$ cat src/rtl/montgomery_mmm_stream.sv
// montgomery_mmm_stream
//
// Radix-2 bit-serial Montgomery modular multiplier with valid/ready handshakes.
// Computes P = A * B * 2^(-K_BITS) mod m. One bit of A is consumed per CALC
// cycle. A single conditional subtraction in CORR produces a fully reduced result.
// An even modulus skips the computation. It completes at once with o_Err set and
// a zero result.
//
// Parameters:
//   K_BITS    operand / modulus width (>= 2)
//   CNT_W     iteration counter width, derived from K_BITS
//
// Ports:
//   i_Clk      clock
//   i_Rst      asynchronous active-high reset
//   i_Valid    operand set on i_A / i_B / i_m is valid
//   o_Ready    block can accept operands (high only in IDLE)
//   i_A        multiplier, expected < m
//   i_B        multiplicand, expected < m
//   i_m        modulus, expected odd
//   o_P_final  result, stable while o_Done is high
//   o_Done     result valid, held until i_Ready
//   i_Ready    consumer accepts the result
//   o_Err      qualifies o_Done: captured modulus was even
module montgomery_mmm_stream #(
  parameter int unsigned K_BITS = 8,
  parameter int unsigned CNT_W  = $clog2(K_BITS)
) (
  input  logic              i_Clk,
  input  logic              i_Rst,
  input  logic              i_Valid,
  output logic              o_Ready,
  input  logic [K_BITS-1:0] i_A,
  input  logic [K_BITS-1:0] i_B,
  input  logic [K_BITS-1:0] i_m,
  output logic [K_BITS-1:0] o_P_final,
  output logic              o_Done,
  input  logic              i_Ready,
  output logic              o_Err
);

  typedef enum logic [1:0] {
    StIdle,
    StCalc,
    StCorr,
    StDone
  } state_e;

  state_e            state_q;
  logic [K_BITS-1:0] a_q;       // shifted right each iteration, LSB is the active bit
  logic [K_BITS-1:0] b_q;
  logic [K_BITS-1:0] m_q;
  logic [K_BITS:0]   p_q;       // one extra bit: P < 2m between iterations
  logic [CNT_W-1:0]  cnt_q;
  logic [K_BITS-1:0] result_q;
  logic              done_q;
  logic              err_q;
  logic              ready_q;

  // One Montgomery step. tau < 3m and Z < 4m, so K_BITS+2 bits hold both
  // without truncation before the shift.
  logic [K_BITS+1:0] tau;
  logic [K_BITS+1:0] z;
  logic [K_BITS:0]   p_next;
  logic              unused_z0;  // Z is always even, its LSB carries nothing

  always_comb begin
    tau    = {1'b0, p_q} + (a_q[0] ? {2'b00, b_q} : '0);
    z      = tau + (tau[0] ? {2'b00, m_q} : '0);
    p_next = z[K_BITS+1:1];
  end

  assign unused_z0 = z[0];

  // Final reduction. P < 2m, so one subtraction suffices and the reduced value
  // fits in K_BITS. The K_BITS-wide difference is therefore exact.
  logic              p_ge_m;
  logic [K_BITS-1:0] p_red;
  logic [K_BITS-1:0] p_corr;

  always_comb begin
    p_ge_m = (p_q >= {1'b0, m_q});
    p_red  = p_q[K_BITS-1:0] - m_q;
    p_corr = p_ge_m ? p_red : p_q[K_BITS-1:0];
  end

  always_ff @(posedge i_Clk or posedge i_Rst) begin
    if (i_Rst) begin
      state_q  <= StIdle;
      a_q      <= '0;
      b_q      <= '0;
      m_q      <= '0;
      p_q      <= '0;
      cnt_q    <= '0;
      result_q <= '0;
      done_q   <= 1'b0;
      err_q    <= 1'b0;
      ready_q  <= 1'b1;
    end else begin
      unique case (state_q)
        StIdle: begin
          if (i_Valid) begin
            ready_q <= 1'b0;
            if (i_m[0]) begin
              a_q     <= i_A;
              b_q     <= i_B;
              m_q     <= i_m;
              p_q     <= '0;
              cnt_q   <= '0;
              state_q <= StCalc;
            end else begin
              // An even modulus has no inverse of 2. Report the error immediately.
              result_q <= '0;
              err_q    <= 1'b1;
              done_q   <= 1'b1;
              state_q  <= StDone;
            end
          end
        end

        StCalc: begin
          p_q <= p_next;
          a_q <= a_q >> 1;
          // The counter parks at its terminal value instead of wrapping.
          if (cnt_q == CNT_W'(K_BITS - 1)) begin
            state_q <= StCorr;
          end else begin
            cnt_q <= cnt_q + 1'b1;
          end
        end

        StCorr: begin
          p_q      <= {1'b0, p_corr};
          result_q <= p_corr;
          err_q    <= 1'b0;
          done_q   <= 1'b1;
          state_q  <= StDone;
        end

        StDone: begin
          if (i_Ready) begin
            done_q  <= 1'b0;
            err_q   <= 1'b0;
            ready_q <= 1'b1;
            state_q <= StIdle;
          end
        end

        default: begin
          state_q <= StIdle;
        end
      endcase
    end
  end

  assign o_Ready   = ready_q;
  assign o_Done    = done_q;
  assign o_Err     = err_q;
  assign o_P_final = result_q;

endmodule
$ cat config.mk
export PLATFORM = sky130hd
export DESIGN_NAME = montgomery_mmm_stream
export DESIGN_NICKNAME = d
export VERILOG_FILES = /design/src/rtl/montgomery_mmm_stream.sv
export SDC_FILE = /design/constraint.sdc
export NUM_CORES = 1
export LEC_CHECK = 0
export BUFFER_PORTS_ARGS = -buffer_cell sky130_fd_sc_hd__buf_2
export CORE_ASPECT_RATIO = 1.2
export CORE_MARGIN = 1.5
export CORE_UTILIZATION = 55
export DETAILED_ROUTE_END_ITERATION = 8
export GPL_TIMING_DRIVEN = 0
export PLACE_DENSITY = 0.88
export SLEW_MARGIN = 20
export SYNTH_ARGS = -nofsm -noshare
export SYNTH_HDL_FRONTEND = slang
export SYNTH_SLANG_ARGS = --single-unit
$ cat constraint.sdc
create_clock -name i_Clk -period 9.4 [get_ports i_Clk]
set_input_delay 0.94 -clock i_Clk [delete_from_list [all_inputs] [get_ports i_Clk]]
set_output_delay 0.94 -clock i_Clk [all_outputs]
set_load 0.01 [all_outputs]
Word-level counts from Yosys, hierarchy flattened
Index checks and enable logic that the tools add are counted.
Storage, ports and cells
  logic and storage cells: 68
  bits in registers: 49
  bits of input ports: 28
Cells by class
  add/sub/neg operators: 4
  eq/ne operators: 10
  reductions and logical operators: 14
  magnitude comparators: 1
  muxes and demuxes: 29
Operator list (count)
  2-to-1 mux 8 bit: 7
  one-hot mux 8 bit (2 select lines): 2
  one-hot mux 9 bit (3 select lines): 1
  2-to-1 mux 9 bit: 2
  AND reduction 3 bit: 6
  inequality test 2 bit, second input constant: 6
  adder 10 x 8 -> 10 bit: 1
  adder 9 x 8 -> 10 bit: 1
  >= comparator 9 x 8 -> 1 bit: 1
  2-to-1 mux 3 bit: 3
  2-to-1 mux 2 bit: 4
  one-hot mux 2 bit (4 select lines): 1
  AND reduction 4 bit: 2
  subtractor 8 bit: 1
  one-hot mux 1 bit (3 select lines): 2
  one-hot mux 3 bit (2 select lines): 1
  nonzero test 2 bit: 3
  nonzero test 3 bit: 2
  2-to-1 mux 1 bit: 5
  == test 2 bit, second input constant: 2
  adder 3 x 1 -> 3 bit, second input constant: 1
  == test 3 bit, second input constant: 1
  == test 2 x 1 -> 1 bit, second input constant: 1
  zero test 2 bit: 1
  one-hot mux 1 bit (2 select lines): 1

Depth between registers and ports, before layout
Gate-level depths: netlist (run 1).
  depth after elaboration: 5
  depth in mapped cells: 15

Least setup slack after synthesis (run 1)
No wires, ideal clock.
  path kind: register to register
  start point: register a_q[0]
  end point: register p_q[6]
  setup time: 126 ps
  arrival: 2856 ps
  cell stages (with the launch flop): 15
  path slack: 6418 ps
  path buffers: 0
  cells stage by stage: dfrtp_1 and2_1 ha_1 inv_1 fa_1 nand2b_1 nand2b_1 a21oi_1 xnor2_1 ha_1 a21o_1 a211o_1 o22ai_1 xnor2_1 a221o_1
Between the ends
  word-level cells in the longest chain between the ends: 5
RTL lines
  start: declaration: RTL line 50  | logic [K_BITS-1:0] a_q;
  start signal: assignment: RTL line 105  | a_q <= i_A;
  start signal: assignment: RTL line 123  | a_q <= a_q >> 1;
  2-to-1 mux 8 bit (*): RTL line 68  | tau = {1'b0, p_q} + (a_q[0] ? {2'b00, b_q} : '0);
  adder 9 x 8 -> 10 bit (*): RTL line 68
  2-to-1 mux 8 bit: RTL line 69  | z = tau + (tau[0] ? {2'b00, m_q} : '0);
  adder 10 x 8 -> 10 bit (*): RTL line 69
  one-hot mux 9 bit (3 select lines) (*): RTL line 100  | unique case (state_q)
  end signal: assignment: RTL line 122  | p_q <= p_next;
  end signal: assignment: RTL line 133  | p_q <= {1'b0, p_corr};
  end: declaration: RTL line 53  | logic [K_BITS:0] p_q;
Every way passes the cells marked *; elsewhere a longest branch is shown, timed or not.
A chain may end at the register's enable or synchronous reset.

Final worst setup path (run 1)
  start point: register a_q[0]
  end point: register p_q[8]
Same word-level chain as after synthesis.

==> run_results.csv, run 1 <==
group,metric,value,unit
timing,period_share,36.2,%
place,io_buffers,38,
floorplanning,start_util,57.3,%
drt,ant_nets,0,
cts,clk_path_buf_depth,2,
timing,period_minus_slack,3.40,ns
timing,fin_worst_skew,0.0144,ns
final_layout,multi_input_area,2060,sq um
status,outcome,"finished, final reports clean",
global_routing,grt_max_degree,31,
timing,rsz0062_at_grt,"false",
place,dp_cells,493,
final_layout,area_growth,13.0,%
cts,htree_num_levels,2,
synthesis,yosysWarnings,0,
power_and_ir_drop,p_int,772,uW
synthesis,ys.flop_type,"dfrtp_1",
timing,drv_slew,0,
drt,dr.pass1.iters,4,
cts,post_cts_buffers,0,
final_layout,finalNetCount,479,
floorplanning,die-area,6790,sq um
synthesis,synth_largest_area_cell,"dfrtp_1",
synthesis,synthTopCellsByArea,"dfrtp_1 (35%), ha_1 (11%), mux2_2 (5.8%), a21oi_1 (3.8%), inv_1 (3.5%)",
hold_path,hold_class,"reg -> reg",
floorplanning,core_area,6050,sq um
drt,post_drt_wl_per_cell,15.8,microns
synthesis,yosys.area.top_type_share,34.7,%
critical_path,cp-end-kind,"flop",
cts,numClockSinks,49,
synthesis,ys_seq_area_share,35.4,%
floorplanning,die_h,90.0,microns
critical_path,cp.required,9.64,ns
floorplanning,fp-row-count,31,
global_routing,grt_pass1_wl,13.0,mm
timing,setup_viol,0,
floorplanning,dieWidth,75.5,microns
cts,hold_buffers,0,
place,gp_congestion,0.914,
global_routing,antenna_found_initial,0,
cts,path_clk_slew,0.10,ns
power_and_ir_drop,peakVddDrop,0.152,mV
global_routing,grt_overflow,0,
final_layout,num_antenna_cells,0,
cts,cts_buffers,5,
drt,drc,0,
critical_path,cp-start-kind,"flop",
synthesis,synth.distinct_cells,56,
synthesis,post-synth-top-count-cell,"dfrtp_1",
critical_path,max_stage_delay,0.48,ns
drt,drt_iter0_drc,239,
synthesis,syn_inst,372,
final_layout,ff_latch_area,1230,sq um
synthesis,synth_fp_nets,433,
synthesis,netlist_top_cells_count,"dfrtp_1 (48), inv_1 (32), ha_1 (30), nand2_1 (28), a21oi_1 (26)",
power_and_ir_drop,p_leak,1.85,nW
drt,via_per_inst,5.90,
place,place.detailed.hpwl,6.16,mm
cts,cts_root_buf,"clkbuf_8",
critical_path,worstSetupPathType,"reg -> reg",
cts,clk_latency,0.31,ns
drt,num_vias,2954,
power_and_ir_drop,p_per_area,358,nW/um^2
final_layout,nFillCells,543,
power_and_ir_drop,seqPwrFrac,25.8,%
synthesis,syn_area,3470,sq um
cts,post_cts_resize_count,0,
floorplanning,ios,39,
synthesis,async_flop_share,100,%
synthesis,synth.avg_cell_area,9.32,sq um
timing,fmax,0.294,GHz
synthesis,synth-seq-cells,49,
global_routing,gr-usage-all-layers,24.5,%
critical_path,cp_num_buf_inv,1,
cts,cts_tree,"yes",
power_and_ir_drop,comb_power_share,61.2,%
timing,worstMarginPinSlew,0.689,ns
final_layout,layout.cells.non_filler,501,
power_and_ir_drop,p_total,1.40,mW
final_layout,post-route-util,64.7,%
timing,hold_slack,0.476,ns
critical_path,slowest_stage,"dfrtp_1",
critical_path,crit_fanout,9,
final_layout,layout-drive-gt1-share,18.1,%
timing,hold_violations,0,
timing,setup_tns,0,ns
synthesis,synth_edf_count,0,
power_and_ir_drop,p_sw_share,45.0,%
run,drv_cap,0,
critical_path,critical_path.top_delay_family,"compound AO/OA/AOI/OAI gates",
critical_path,crit_chain,"and2_1, ha_1, inv_1, fa_1, nand2b_1, nand2b_1, a21oi_1, xnor2_1, ha_1, a21o_1, a211o_1, o22ai_1, o21bai_1, o211ai_1, o2bb2ai_1",
drt,wl,7.90,mm
power_and_ir_drop,p_switching,631,uW
timing,slew_headroom,53.6,%
critical_path,cp.arrival,3.64,ns
global_routing,grt_pass1_vias,2954,
power_and_ir_drop,clkPwrFrac,13.1,%
==> logic make-up (layout without fill, tap and decap cells) <==
group,after synthesis,in the layout,synth area share [%]
compound gates,101,101,20.0
buf+inv,44,91,5.20
simple gates,105,105,15.1
mux,26,26,8.16
flops,49,49,35.4
fa+ha+maj,33,33,12.6
xor+xnor,14,14,3.54
==> worst paths after layout <==
path / depth (start not counted) / slack (ns) / endpoint / start
setup / recovery: 15 / 6.00 / p_q[8]$_DFFE_PP0P_ / a_q[0]$_DFFE_PP0P_
hold / removal: 2 / 0.48 / o_P_final[6]$_DFFE_PP0P_ / o_P_final[6]$_DFFE_PP0P_
setup reg to reg: 15 / 6.00 / p_q[8]$_DFFE_PP0P_ / a_q[0]$_DFFE_PP0P_
hold reg to reg: 2 / 0.48 / o_P_final[6]$_DFFE_PP0P_ / o_P_final[6]$_DFFE_PP0P_
max in group asynchronous: 3 / 8.27 / m_q[5]$_DFFE_PP0P_ / i_Rst
min in group asynchronous: 2 / 0.61 / a_q[5]$_DFFE_PP0P_ / i_Rst
==> through the flow <==
step / worst slack (ns) / area (sq um)
after global routing: 5.78 / 3920
after detailed placement: 6.02 / 3780
after global placement: 6.11 / 3760
after floorplan: 6.42 / 3470
after CTS: 6.00 / 3920
final: 6.00 / 3920
==> cells in the final DEF, fill, tap and decap left out, types with 2 or more instances in the layout <==
cell type / instances
a221o_1: 6
nand2_1: 28
mux2_2: 18
o211ai_1: 3
inv_1: 31
o31ai_1: 3
a211oi_1: 3
nor2b_1: 2
a21boi_0: 3
xnor2_1: 8
dfrtp_1: 48
ha_1: 30
bufinv_16: 2
a21o_1: 6
nand4_1: 8
clkbuf_1: 4
xor2_1: 6
and2_1: 17
o32ai_1: 2
or3_1: 4
buf_1: 2
nor2_1: 17
o311ai_0: 3
a21oi_1: 26
o22ai_1: 4
nor3_1: 12
nand2b_1: 6
o21a_1: 3
buf_2: 41
clkbuf_8: 5
mux2i_1: 8
nand3_1: 7
fa_1: 3
o21bai_1: 2
o221ai_1: 2
o2111a_1: 2
o21ai_0: 20
inv_2: 2
==> layer usage <==
metal | part of all wire, % | global-route usage, %
met4 | 3.7 | 11.5
met2 | 51 | 41.4
met1 | 42 | 30.2
met5 | 0 | 0
met3 | 2.9 | 3.03
==> layout make-up <==
cell class | count | share of cell area (%)
multi-input combinational | 279 | 52.6
sequential | 49 | 31.3
timing repair buffer | 39 | 5.37
inverter | 33 | 3.16
tap | 82 | 2.62
clock buffer | 5 | 1.76
clock inverter | 3 | 1.76
buffer | 11 | 1.44
==> power by group through the flow <==
stage	clock network (mW)	registers, mW	logic (mW)
5_1_grt	0.194	0.374	0.950
6_report	0.183	0.362	0.859
3_3_place_gp	0	0.362	0.802
4_1_cts	0.187	0.361	0.850
3_5_place_dp	0	0.366	0.839
2_1_floorplan	0	0.355	0.651
==> worst register-to-register path, cell delays in order, from the launching register on <==
cell	delay, ns
dfrtp_1	0.48
and2_1	0.17
ha_1	0.19
inv_1	0.06
fa_1	0.39
nand2b_1	0.21
nand2b_1	0.09
a21oi_1	0.08
xnor2_1	0.14
ha_1	0.36
a21o_1	0.19
a211o_1	0.29
o22ai_1	0.24
o21bai_1	0.13
o211ai_1	0.20
o2bb2ai_1	0.13
==> registers in the layout, summed over array words and instances (netlist names) <==
| signal | count |
|---|---|
| cnt_q | 3 |
| o_Done | 1 |
| o_Err | 1 |
| p_q | 9 |
| o_P_final | 8 |
| m_q | 8 |
| a_q | 8 |
| state_q | 2 |
| b_q | 8 |
| o_Ready | 1 |
Note: power is estimated with default switching activity, not from simulation.
==> inputs of run 2 (changes only) <==
--- a/config.mk
+++ b/config.mk
@@ -8,7 +8,7 @@
 export BUFFER_PORTS_ARGS = -buffer_cell sky130_fd_sc_hd__buf_2
 export CORE_ASPECT_RATIO = 1.2
 export CORE_MARGIN = 1.5
-export CORE_UTILIZATION = 55
+export CORE_UTILIZATION = 53
 export DETAILED_ROUTE_END_ITERATION = 8
 export GPL_TIMING_DRIVEN = 0
 export PLACE_DENSITY = 0.88
==> constraint.sdc (replaced) <==
create_clock -name i_Clk -period 2.7 [get_ports i_Clk]
set_input_delay 0.27 -clock i_Clk [delete_from_list [all_inputs] [get_ports i_Clk]]
set_output_delay 0.27 -clock i_Clk [all_outputs]
set_load 0.01 [all_outputs]
==> run 2 against run 1 <==
  * The flow now finishes with violations (negative setup slack)
  * Flip-flop and latch count did not move
  * Utilization rose by 2.7 points
  * Setup slack got worse by 6.3 ns
  * Global-route usage rose by 0.78 points
  * Critical path type unchanged
==> run_results.csv, run 2 (synthesis results as in run 1) <==
group,metric,value,unit
status,outcome,"finished, violations left",
status,violations,"negative setup slack",
critical_path,cp.arrival,3.20,ns
cts,cts_tree,"yes",
critical_path,cp.required,2.91,ns
critical_path,r2r-end,"p_q[6]$_DFFE_PP0P_",
drt,drt_iter0_drc,228,
power_and_ir_drop,p_per_area,1330,nW/um^2
final_layout,layout_common_cells,"dfrtp_1 (47), buf_2 (42), inv_1 (30), nand2_1 (26), ha_1 (21)",
cts,cts_root_buf,"clkbuf_8",
final_layout,post-route-util,67.4,%
power_and_ir_drop,p_leak,1.98,nW
timing,setup_tns,-1.18,ns
drt,dr.pass1.iters,5,
timing,worstMarginPinSlew,0.648,ns
final_layout,multi_input_area,2310,sq um
place,place.detailed.hpwl,6.46,mm
hold_path,worstHoldEndpoint,"b_q[0]$_DFFE_PP0P_",
drt,wl,9.60,mm
power_and_ir_drop,p_total,5.73,mW
floorplanning,die_h,91.6,microns
floorplanning,start_util,54.4,%
timing,setup_viol,7,
timing,finalWorstSetupSlack,-0.293,ns
final_layout,area_growth,23.8,%
timing,hold_violations,0,
critical_path,ff2ff_path_depth,12,
final_layout,finalNetCount,500,
timing,slew_headroom,56.8,%
global_routing,antenna_found_initial,0,
final_layout,num_antenna_cells,0,
drt,post_drt_wl_per_cell,18.3,microns
hold_path,min_path_cells,2,
final_layout,nFillCells,461,
global_routing,grt_max_degree,36,
place,gp_congestion,0.903,
floorplanning,dieWidth,76.8,microns
place,io_buffers,38,
final_layout,final_common_cell,"dfrtp_1",
cts,clk_path_buf_depth,2,
global_routing,grt_pass1_wl,14.1,mm
critical_path,cp-start-kind,"flop",
critical_path,cp-end-kind,"flop",
power_and_ir_drop,peakVddDrop,0.656,mV
global_routing,grt_overflow,0,
cts,path_clk_slew,0.09,ns
floorplanning,fp-row-count,32,
place,dpl_worst_slack,-0.449,ns
timing,fin_worst_skew,0.00859,ns
floorplanning,die-area,7040,sq um
floorplanning,core_area,6370,sq um
drt,ant_nets,0,
drt,drc,0,
drt,via_per_inst,6.14,
critical_path,crit_fanout,4,
cts,numClockSinks,49,
final_layout,ff_latch_area,1230,sq um
hold_path,hold_class,"in -> reg",
hold_path,worstHoldStart,"i_B[0]",
final_layout,layout-drive-gt1-share,30.0,%
timing,period_minus_slack,2.99,ns
global_routing,gr-usage-all-layers,25.3,%
cts,htree_num_levels,2,
cts,cts_buffers,5,
critical_path,r2r-start,"a_q[0]$_DFFE_PP0P_",
timing,drv_slew,0,
final_layout,largest_reg_flops,9,
final_layout,largest-register,"p_q",
cts,clk_latency,0.31,ns
critical_path,r2r_setup_slack,-0.29,ns
timing,period_share,111,%
global_routing,grt_pass1_vias,3058,
timing,rsz0062_at_grt,"true",
drt,num_vias,3224,
timing,fmax,0.334,GHz
critical_path,worstSetupPathType,"reg -> reg",
run,drv_cap,0,
floorplanning,ios,39,
[run 2: stage by stage]
stage / area [sq um] / std cells / hold WS [ns]
finish: 4290 / 525 / 0.183
global route: 4290 / 525 / 0.182
CTS: 4090 / 514 / 0.185
detailed placement: 3800 / 496 / 0.255
global placement: 3780 / 495 / 0.457
floorplan: 3480 / 372 / 0.421
[run 2: worst max path at each step]
stage	from	cells past startpoint	to	slack [ns]
5_1_grt	a_q[0]$_DFFE_PP0P_	16	p_q[8]$_DFFE_PP0P_	-0.40
4_1_cts	a_q[0]$_DFFE_PP0P_	14	p_q[6]$_DFFE_PP0P_	-0.19
6_report	a_q[0]$_DFFE_PP0P_	12	p_q[6]$_DFFE_PP0P_	-0.29
3_5_place_dp	a_q[0]$_DFFE_PP0P_	15	p_q[8]$_DFFE_PP0P_	-0.45
2_1_floorplan	a_q[0]$_DFFE_PP0P_	14	p_q[6]$_DFFE_PP0P_	-0.17
3_3_place_gp	a_q[0]$_DFFE_PP0P_	14	p_q[6]$_DFFE_PP0P_	-0.39
[run 2: layer usage]
metal / track usage [%] / routed length [microns] / vias to the layer above / part of all wire [%]
met5: 0 / 0 / - / 0
met4: 12.8 / 502 / 0 / 5.2
met3: 4.22 / 506 / 46 / 5.3
met2: 46.0 / 5030 / 161 / 52
met1: 28.1 / 3560 / 1532 / 37
li1: - / - / 1485 / -
[run 2: layout make-up]
cell class / count / area share [%]
Sequential cell: 49 / 28.6
Multi-Input combinational cell: 279 / 53.8
Buffer: 11 / 1.31
Inverter: 33 / 2.89
Clock inverter: 1 / 0.117
Clock buffer: 7 / 2.24
Timing Repair Buffer: 60 / 8.57
Tap cell: 85 / 2.48
[run 2: power by group]
part,internal (mW),switching [mW],total [mW]
registers,1.04,0.234,1.28
clock network,0.232,0.263,0.495
logic,1.82,2.13,3.95
[run 2: what timing repair did]
item,4_1_cts,5_1_grt
endpoints found under the hold margin,14,0
buffers inserted,9,11
pin swaps,14,16
setup endpoints to repair,6,7
hold buffers,1,0
cloned,0,0
gates resized for setup,28,17
[run 2: worst max-delay path, cell delays in order (launching register included)]
cell and delay [ns]:
dfrtp_2 0.44, nand2_2 0.09, inv_1 0.05, ha_1 0.32, a21o_1 0.23, a21oi_2 0.20, o21ai_2 0.08, xor2_1 0.27
ha_1 0.31, a211o_1 0.33, o22ai_2 0.16, xnor2_1 0.11, a221o_1 0.29
